<file path="src/rtl/echo_timer_pkg.sv">
// -----------------------------------------------------------------------------
// echo_timer_pkg
// Shared definitions for the ultrasonic echo timer:
//   - counter width and default timing constants at 50 MHz
//   - FSM state encoding (3-bit)
//   - saturating increment helper used by the period counter
// -----------------------------------------------------------------------------
package echo_timer_pkg;

  localparam int unsigned CNT_W             = 24;
  localparam int unsigned TRIG_CYCLES_DEF   = 500;         // 10 us trigger pulse
  localparam int unsigned MAX_COUNT_DEF     = 12_500_000;  // echo timeout / saturation
  localparam int unsigned PERIOD_CYCLES_DEF = 3_000_000;   // 60 ms trigger-to-trigger

  typedef logic [CNT_W-1:0] count_t;

  typedef enum logic [2:0] {
    ST_IDLE    = 3'd0,
    ST_TRIG    = 3'd1,
    ST_WAIT_HI = 3'd2,
    ST_MEASURE = 3'd3,
    ST_HOLDOFF = 3'd4
  } state_e;

  // Increment that sticks at lim instead of wrapping.
  function automatic count_t sat_inc(input count_t v, input count_t lim);
    return (v >= lim) ? lim : v + 1'b1;
  endfunction

endpackage

</file>
<file path="src/rtl/echo_timer_sync_2ff.sv">
// -----------------------------------------------------------------------------
// sync_2ff
// Generic two-flop synchroniser for asynchronous inputs. Output lags the input
// by two clock cycles; both stages reset to 0.
// Ports:
//   clk  in          system clock
//   rst  in          synchronous, active-high reset
//   d_i  in  [W-1:0] asynchronous input
//   q_o  out [W-1:0] synchronised output
// -----------------------------------------------------------------------------
module sync_2ff #(
  parameter int unsigned WIDTH = 1
) (
  input  logic             clk,
  input  logic             rst,
  input  logic [WIDTH-1:0] d_i,
  output logic [WIDTH-1:0] q_o
);

  logic [WIDTH-1:0] meta_q;
  logic [WIDTH-1:0] sync_q;

  // NOTE: flops use non-blocking assignments so both stages sample the
  // pre-edge values; blocking here would collapse the chain into one flop.
  always_ff @(posedge clk) begin
    if (rst) begin
      meta_q <= '0;
      sync_q <= '0;
    end else begin
      meta_q <= d_i;
      sync_q <= meta_q;
    end
  end

  assign q_o = sync_q;

endmodule

</file>
<file path="src/rtl/echo_timer.sv">
// -----------------------------------------------------------------------------
// echo_timer
// Drives an ultrasonic ranger: emits a trigger pulse, then measures the echo
// high-time in clock cycles and reports it with a one-cycle valid strobe.
// Ports:
//   clk      in        system clock
//   rst      in        synchronous, active-high reset
//   enable   in        1 = measure continuously, 0 = stop after current cycle
//   echo     in        asynchronous sensor echo pin
//   trig     out       sensor trigger pin
//   value    out [23:0] last echo width in cycles, held until next valid
//   valid    out       one-cycle strobe, value updated in the same cycle
//   timeout  out       qualifies valid: no echo / echo too long
//   busy     out       1 in every state except IDLE
// -----------------------------------------------------------------------------
module echo_timer
  import echo_timer_pkg::*;
#(
  parameter int unsigned TRIG_CYCLES   = TRIG_CYCLES_DEF,
  parameter int unsigned MAX_COUNT     = MAX_COUNT_DEF,
  parameter int unsigned PERIOD_CYCLES = PERIOD_CYCLES_DEF
) (
  input  logic             clk,
  input  logic             rst,
  input  logic             enable,
  input  logic             echo,
  output logic             trig,
  output logic [CNT_W-1:0] value,
  output logic             valid,
  output logic             timeout,
  output logic             busy
);

  localparam count_t TRIG_LAST = count_t'(TRIG_CYCLES - 1);
  localparam count_t MAX_LAST  = count_t'(MAX_COUNT - 1);
  localparam count_t MAX_VAL   = count_t'(MAX_COUNT);
  localparam count_t PERIOD    = count_t'(PERIOD_CYCLES);

  logic   echo_s;
  state_e state_q, state_d;
  count_t cnt_q, cnt_d;       // phase counter: trigger, wait, width
  count_t per_q, per_d;       // cycles since trigger rise, 1 in first TRIG cycle
  logic   armed_q, armed_d;   // echo_s seen low in WAIT_HI, so a 1 is a real edge
  count_t value_q, value_d;
  logic   valid_q, valid_d;
  logic   timeout_q, timeout_d;
  logic   trig_q, busy_q;
  logic   hit_max;

  sync_2ff #(.WIDTH(1)) u_echo_sync (
    .clk (clk),
    .rst (rst),
    .d_i (echo),
    .q_o (echo_s)
  );

  // NOTE: every signal driven here gets a default before the case so no path
  // leaves one unassigned, which would otherwise infer a latch.
  always_comb begin
    state_d   = state_q;
    cnt_d     = cnt_q;
    per_d     = sat_inc(per_q, PERIOD);
    armed_d   = armed_q;
    value_d   = value_q;
    valid_d   = 1'b0;
    timeout_d = 1'b0;
    hit_max   = 1'b0;

    case (state_q)
      ST_IDLE: begin
        per_d = '0;
        cnt_d = '0;
        if (enable) begin
          state_d = ST_TRIG;
          per_d   = count_t'(1);
        end
      end
      ST_TRIG: begin
        armed_d = 1'b0;
        if (cnt_q >= TRIG_LAST) begin
          state_d = ST_WAIT_HI;
          cnt_d   = '0;
        end else begin
          cnt_d = cnt_q + 1'b1;
        end
      end
      ST_WAIT_HI: begin
        // This cycle is the first high cycle of the pulse, hence width 1.
        if (echo_s && armed_q) begin
          state_d = ST_MEASURE;
          cnt_d   = count_t'(1);
        end else if (cnt_q >= MAX_LAST) begin
          hit_max = 1'b1;
        end else begin
          cnt_d = cnt_q + 1'b1;
          if (!echo_s) armed_d = 1'b1;
        end
      end
      ST_MEASURE: begin
        if (!echo_s) begin
          value_d = cnt_q;
          valid_d = 1'b1;
          state_d = ST_HOLDOFF;
        end else if (cnt_q >= MAX_LAST) begin
          hit_max = 1'b1;
        end else begin
          cnt_d = cnt_q + 1'b1;
        end
      end
      ST_HOLDOFF: begin
        if (per_q >= PERIOD) begin
          if (enable) begin
            state_d = ST_TRIG;
            per_d   = count_t'(1);
            cnt_d   = '0;
          end else begin
            state_d = ST_IDLE;
          end
        end
      end
      default: state_d = ST_IDLE;
    endcase

    if (hit_max) begin
      value_d   = MAX_VAL;
      valid_d   = 1'b1;
      timeout_d = 1'b1;
      state_d   = ST_HOLDOFF;
    end
  end

  // trig and busy are registered from the next state so they line up with
  // state_q without a decode glitch on the pins.
  always_ff @(posedge clk) begin
    if (rst) begin
      state_q   <= ST_IDLE;
      cnt_q     <= '0;
      per_q     <= '0;
      armed_q   <= 1'b0;
      value_q   <= '0;
      valid_q   <= 1'b0;
      timeout_q <= 1'b0;
      trig_q    <= 1'b0;
      busy_q    <= 1'b0;
    end else begin
      state_q   <= state_d;
      cnt_q     <= cnt_d;
      per_q     <= per_d;
      armed_q   <= armed_d;
      value_q   <= value_d;
      valid_q   <= valid_d;
      timeout_q <= timeout_d;
      trig_q    <= (state_d == ST_TRIG);
      busy_q    <= (state_d != ST_IDLE);
    end
  end

  assign trig    = trig_q;
  assign value   = value_q;
  assign valid   = valid_q;
  assign timeout = timeout_q;
  assign busy    = busy_q;

endmodule

</file>
<file path="config.mk">
export PLATFORM = sky130hd
export DESIGN_NAME = echo_timer
export DESIGN_NICKNAME = d
export VERILOG_FILES = /design/src/rtl/echo_timer_pkg.sv /design/src/rtl/echo_timer_sync_2ff.sv /design/src/rtl/echo_timer.sv
export SDC_FILE = /design/constraint.sdc
export NUM_CORES = 1
export LEC_CHECK = 0
export BUFFER_PORTS_ARGS = -buffer_cell sky130_fd_sc_hd__buf_2
export CORE_MARGIN = 5
export CORE_UTILIZATION = 45
export DETAILED_ROUTE_END_ITERATION = 10
export SYNTH_ARGS = -nofsm -noshare
export SYNTH_HDL_FRONTEND = slang
export SYNTH_SLANG_ARGS = --single-unit
</file>
<file path="constraint.sdc">
create_clock -name clk -period 6.18 [get_ports clk]
set_clock_uncertainty 0.15 [all_clocks]
set_input_delay 1.236 -clock clk [delete_from_list [all_inputs] [get_ports clk]]
set_output_delay 1.236 -clock clk [all_outputs]
set_load 0.01 [all_outputs]
</file>
==> results.json <==
{
  "power_density_nw_per_um2": 247,
  "die_h_um": 102,
  "power_frac_seq_pct": 51.3,
  "cp_data_arrival_time_ps": 3460,
  "post_cts_buffers": 0,
  "synthAdderAreaFrac_pct": 0.976,
  "yosysUniqueCellTypes": 58,
  "dieArea_um2": 10500,
  "ys.flop_type": "dfxtp_1",
  "dpl.hpwl_mm": 6.92,
  "peakVddDrop_mv": 0.143,
  "synth_top_family_by_area": "simple AND/OR/NAND/NOR gates",
  "pre_cts_ws_ps": 2540,
  "cts_tree": "yes",
  "fin_crit_ps": 3330,
  "worst_slew_pin_slew_ps": 1200,
  "maxCapViolations": 0,
  "nets": 488,
  "synthToLayoutAreaGrowth_pct": 11.2,
  "syn_inst": 465,
  "synth_seq_cells": 82,
  "synth_area_per_cell_um2": 8.27,
  "rsz0062_at_grt": "no",
  "status": "complete, no violations",
  "slew_viol_final": 0,
  "cts_buffers": 9,
  "antennaDiodeCount": 0,
  "clockBufferDepth": 2,
  "p_leak_nw": 1.47,
  "finalHoldViolCount": 0,
  "muxShareOfSynthArea_pct": 0,
  "intPower_uw": 821,
  "start_kind": "flip-flop",
  "cp_data_required_time_ps": 6310,
  "io_pins": 32,
  "drive_gt1_share_pct": 12.6,
  "core_um2": 8260,
  "avgRoutedWirePerCell_um": 16.7,
  "grt-busiest-layer": "met2",
  "drt_first_pass_iters": 5,
  "fmax_mhz": 300,
  "fp.dieW_um": 102,
  "avgViaCountPerCell": 5.89,
  "cts_root_buf": "clkbuf_8",
  "timing.final.ws_setup_ps": 2850,
  "synth_area_um2": 3850,
  "cts_sinks": 82,
  "finalSetupTns_ps": 0,
  "critical_path_class": "flip-flop to flip-flop",
  "grt_start_max_net_pins": 34,
  "hold_buffers": 0,
  "clk_pin_slew_ps": 80,
  "rr_worst_depth": 6,
  "antenna_found_initial": 0,
  "synth-xor-area-share_pct": 4.55,
  "seq_area_frac_synth_pct": 42.7,
  "synth_edf_count": 0,
  "ys_warn_count": 0,
  "cts-resized-gates": 0,
  "port_buffers": 31,
  "ant_nets": 0,
  "relSlewSlack_pct": 19.7,
  "gp_congestion": 0.905,
  "switchingPower_uw": 235,
  "clk_latency_ps": 360,
  "vias": 3483,
  "grt_pass1_wl_mm": 16.3,
  "async_reset_ff_share_pct": 0,
  "min_period_over_period_pct": 53.9,
  "use_met2_pct": 29.9,
  "clkPwrFrac_pct": 44.5,
  "setup_viol": 0,
  "placementRows": 33,
  "gr-total-overflow": 0,
  "synthSimpleGateAreaFrac_pct": 24.6,
  "end_kind": "flip-flop",
  "combPwrFrac_pct": 4.2,
  "grt_pass1_vias": 3212,
  "grtUsageMet1_pct": 27.7,
  "cp_max_fo": 13,
  "routed_wl_mm": 9.87,
  "drc": 0,
  "min_delay_path_depth": 1,
  "start_util_pct": 46.6,
  "htree_num_levels": 3,
  "grt_use_total_pct": 19.6,
  "swShare_pct": 22.2,
  "use_met3_pct": 3.96,
  "drtIter0Drc": 203,
  "hold_class": "flip-flop to flip-flop",
  "synth_compound_area_share_pct": 23.4
}
[layer usage]
| metal | wire, um | up-vias | part of all wire, % |
|---|---|---|---|
| li1 | - | 1727 | - |
| met3 | 635 | 15 | 6.4 |
| met5 | 0 | - | 0 |
| met4 | 179 | 0 | 1.8 |
| met1 | 4750 | 1641 | 48 |
| met2 | 4300 | 100 | 44 |
[cell families (layout without fill, tap and decap cells)]
family | count (synthesis) | in the layout
xor gates and xnor gates | 20 | 20
DFF | 82 | 82
AOI/OAI and AO/OA | 129 | 129
buffers and inverters | 35 | 55
adders and majority gates | 3 | 3
other | 1 | 2
and+or+nand+nor | 195 | 195
[cells in the mapped netlist (6+ instances only)]
cell type  count  area [um2]
dfxtp_1       82        1640
nand2_1       73         274
a21oi_1       40         200
nor2_1        37         139
clkbuf_1      24        90.1
a31oi_1       21         131
nand3_1       18        90.1
nor3_1        13        65.1
xnor2_1       11        96.3
and3_1         9        56.3
xor2_1         9        78.8
a41oi_1        8        70.1
o21ai_0        8        40.0
o21ai_1        7        35.0
a211oi_1       6        45.0
a311oi_1       6        52.6
inv_1          6        22.5
[final cells by class]
| cell class | count | area [um2] |
|---|---|---|
| Clock buffer | 10 | 128 |
| Clock inverter | 6 | 113 |
| Fill cell | 817 | 3980 |
| Inverter | 6 | 22.5 |
| Multi-Input combinational cell | 349 | 2070 |
| Sequential cell | 82 | 1640 |
| Tap cell | 105 | 131 |
| Timing Repair Buffer | 33 | 170 |
[power by group through the flow]
stage | sequential, mW | clock (mW) | combinational (mW)
after floorplan | 0.553 | 0 | 0.0324
after global placement | 0.554 | 0 | 0.0434
after detailed placement | 0.554 | 0 | 0.0439
after CTS | 0.542 | 0.482 | 0.0442
after global routing | 0.543 | 0.505 | 0.0490
final | 0.542 | 0.470 | 0.0442
[path summary, 6_finish.rpt]
kind	from	end	slack, ps
max reg2reg	cnt_q[14]	cnt_q[19]	2850
min	u_echo_sync.meta_q	u_echo_sync.q_o	290
min reg2reg	u_echo_sync.meta_q	u_echo_sync.q_o	290
max	cnt_q[14]	cnt_q[19]	2850
[flip-flops by register name (all words and copies together), names as in the netlist]
name                count
per_q                  24
timeout                 1
cnt_q                  24
armed_q                 1
valid                   1
busy                    1
u_echo_sync.q_o         1
u_echo_sync.meta_q      1
value                  24
state_q                 3
trig                    1
[placed cells by master (no fill, tap or decap), types with 4 or more instances in the layout]
master / n
nor2_1: 36
o21ai_0: 8
inv_1: 6
nor2b_1: 5
o311ai_1: 4
buf_2: 31
nand4_1: 5
clkbuf_8: 9
a21oi_1: 40
a211oi_1: 6
nor3_1: 13
o21ai_1: 7
nand2b_1: 5
a311oi_1: 6
xor2_1: 9
or3_1: 5
nand3_1: 18
and3_1: 9
nor4_1: 5
dfxtp_1: 82
a31oi_1: 21
nand2_1: 73
a41oi_1: 8
xnor2_1: 11
[metrics by stage]
step	cell area, um2	util, %	instances	power (mW)	hold WS, ps
after global placement	4040	48.9	575	0.598	272
after detailed placement	4040	48.9	575	0.598	275
after CTS	4280	51.8	591	1.07	294
final	4280	51.8	591	1.06	291
after floorplan	3850	-	466	0.585	264
after global routing	4280	51.8	591	1.10	318
[critical path, cell delays in order, from the launching register on]
cell       delay, ps
dfxtp_1          410
or4_4            580
a2111oi_4        400
o2bb2ai_2        210
a211oi_2         850
or4b_1           500
o21ai_1          140
(Power assumes the default switching activity.)
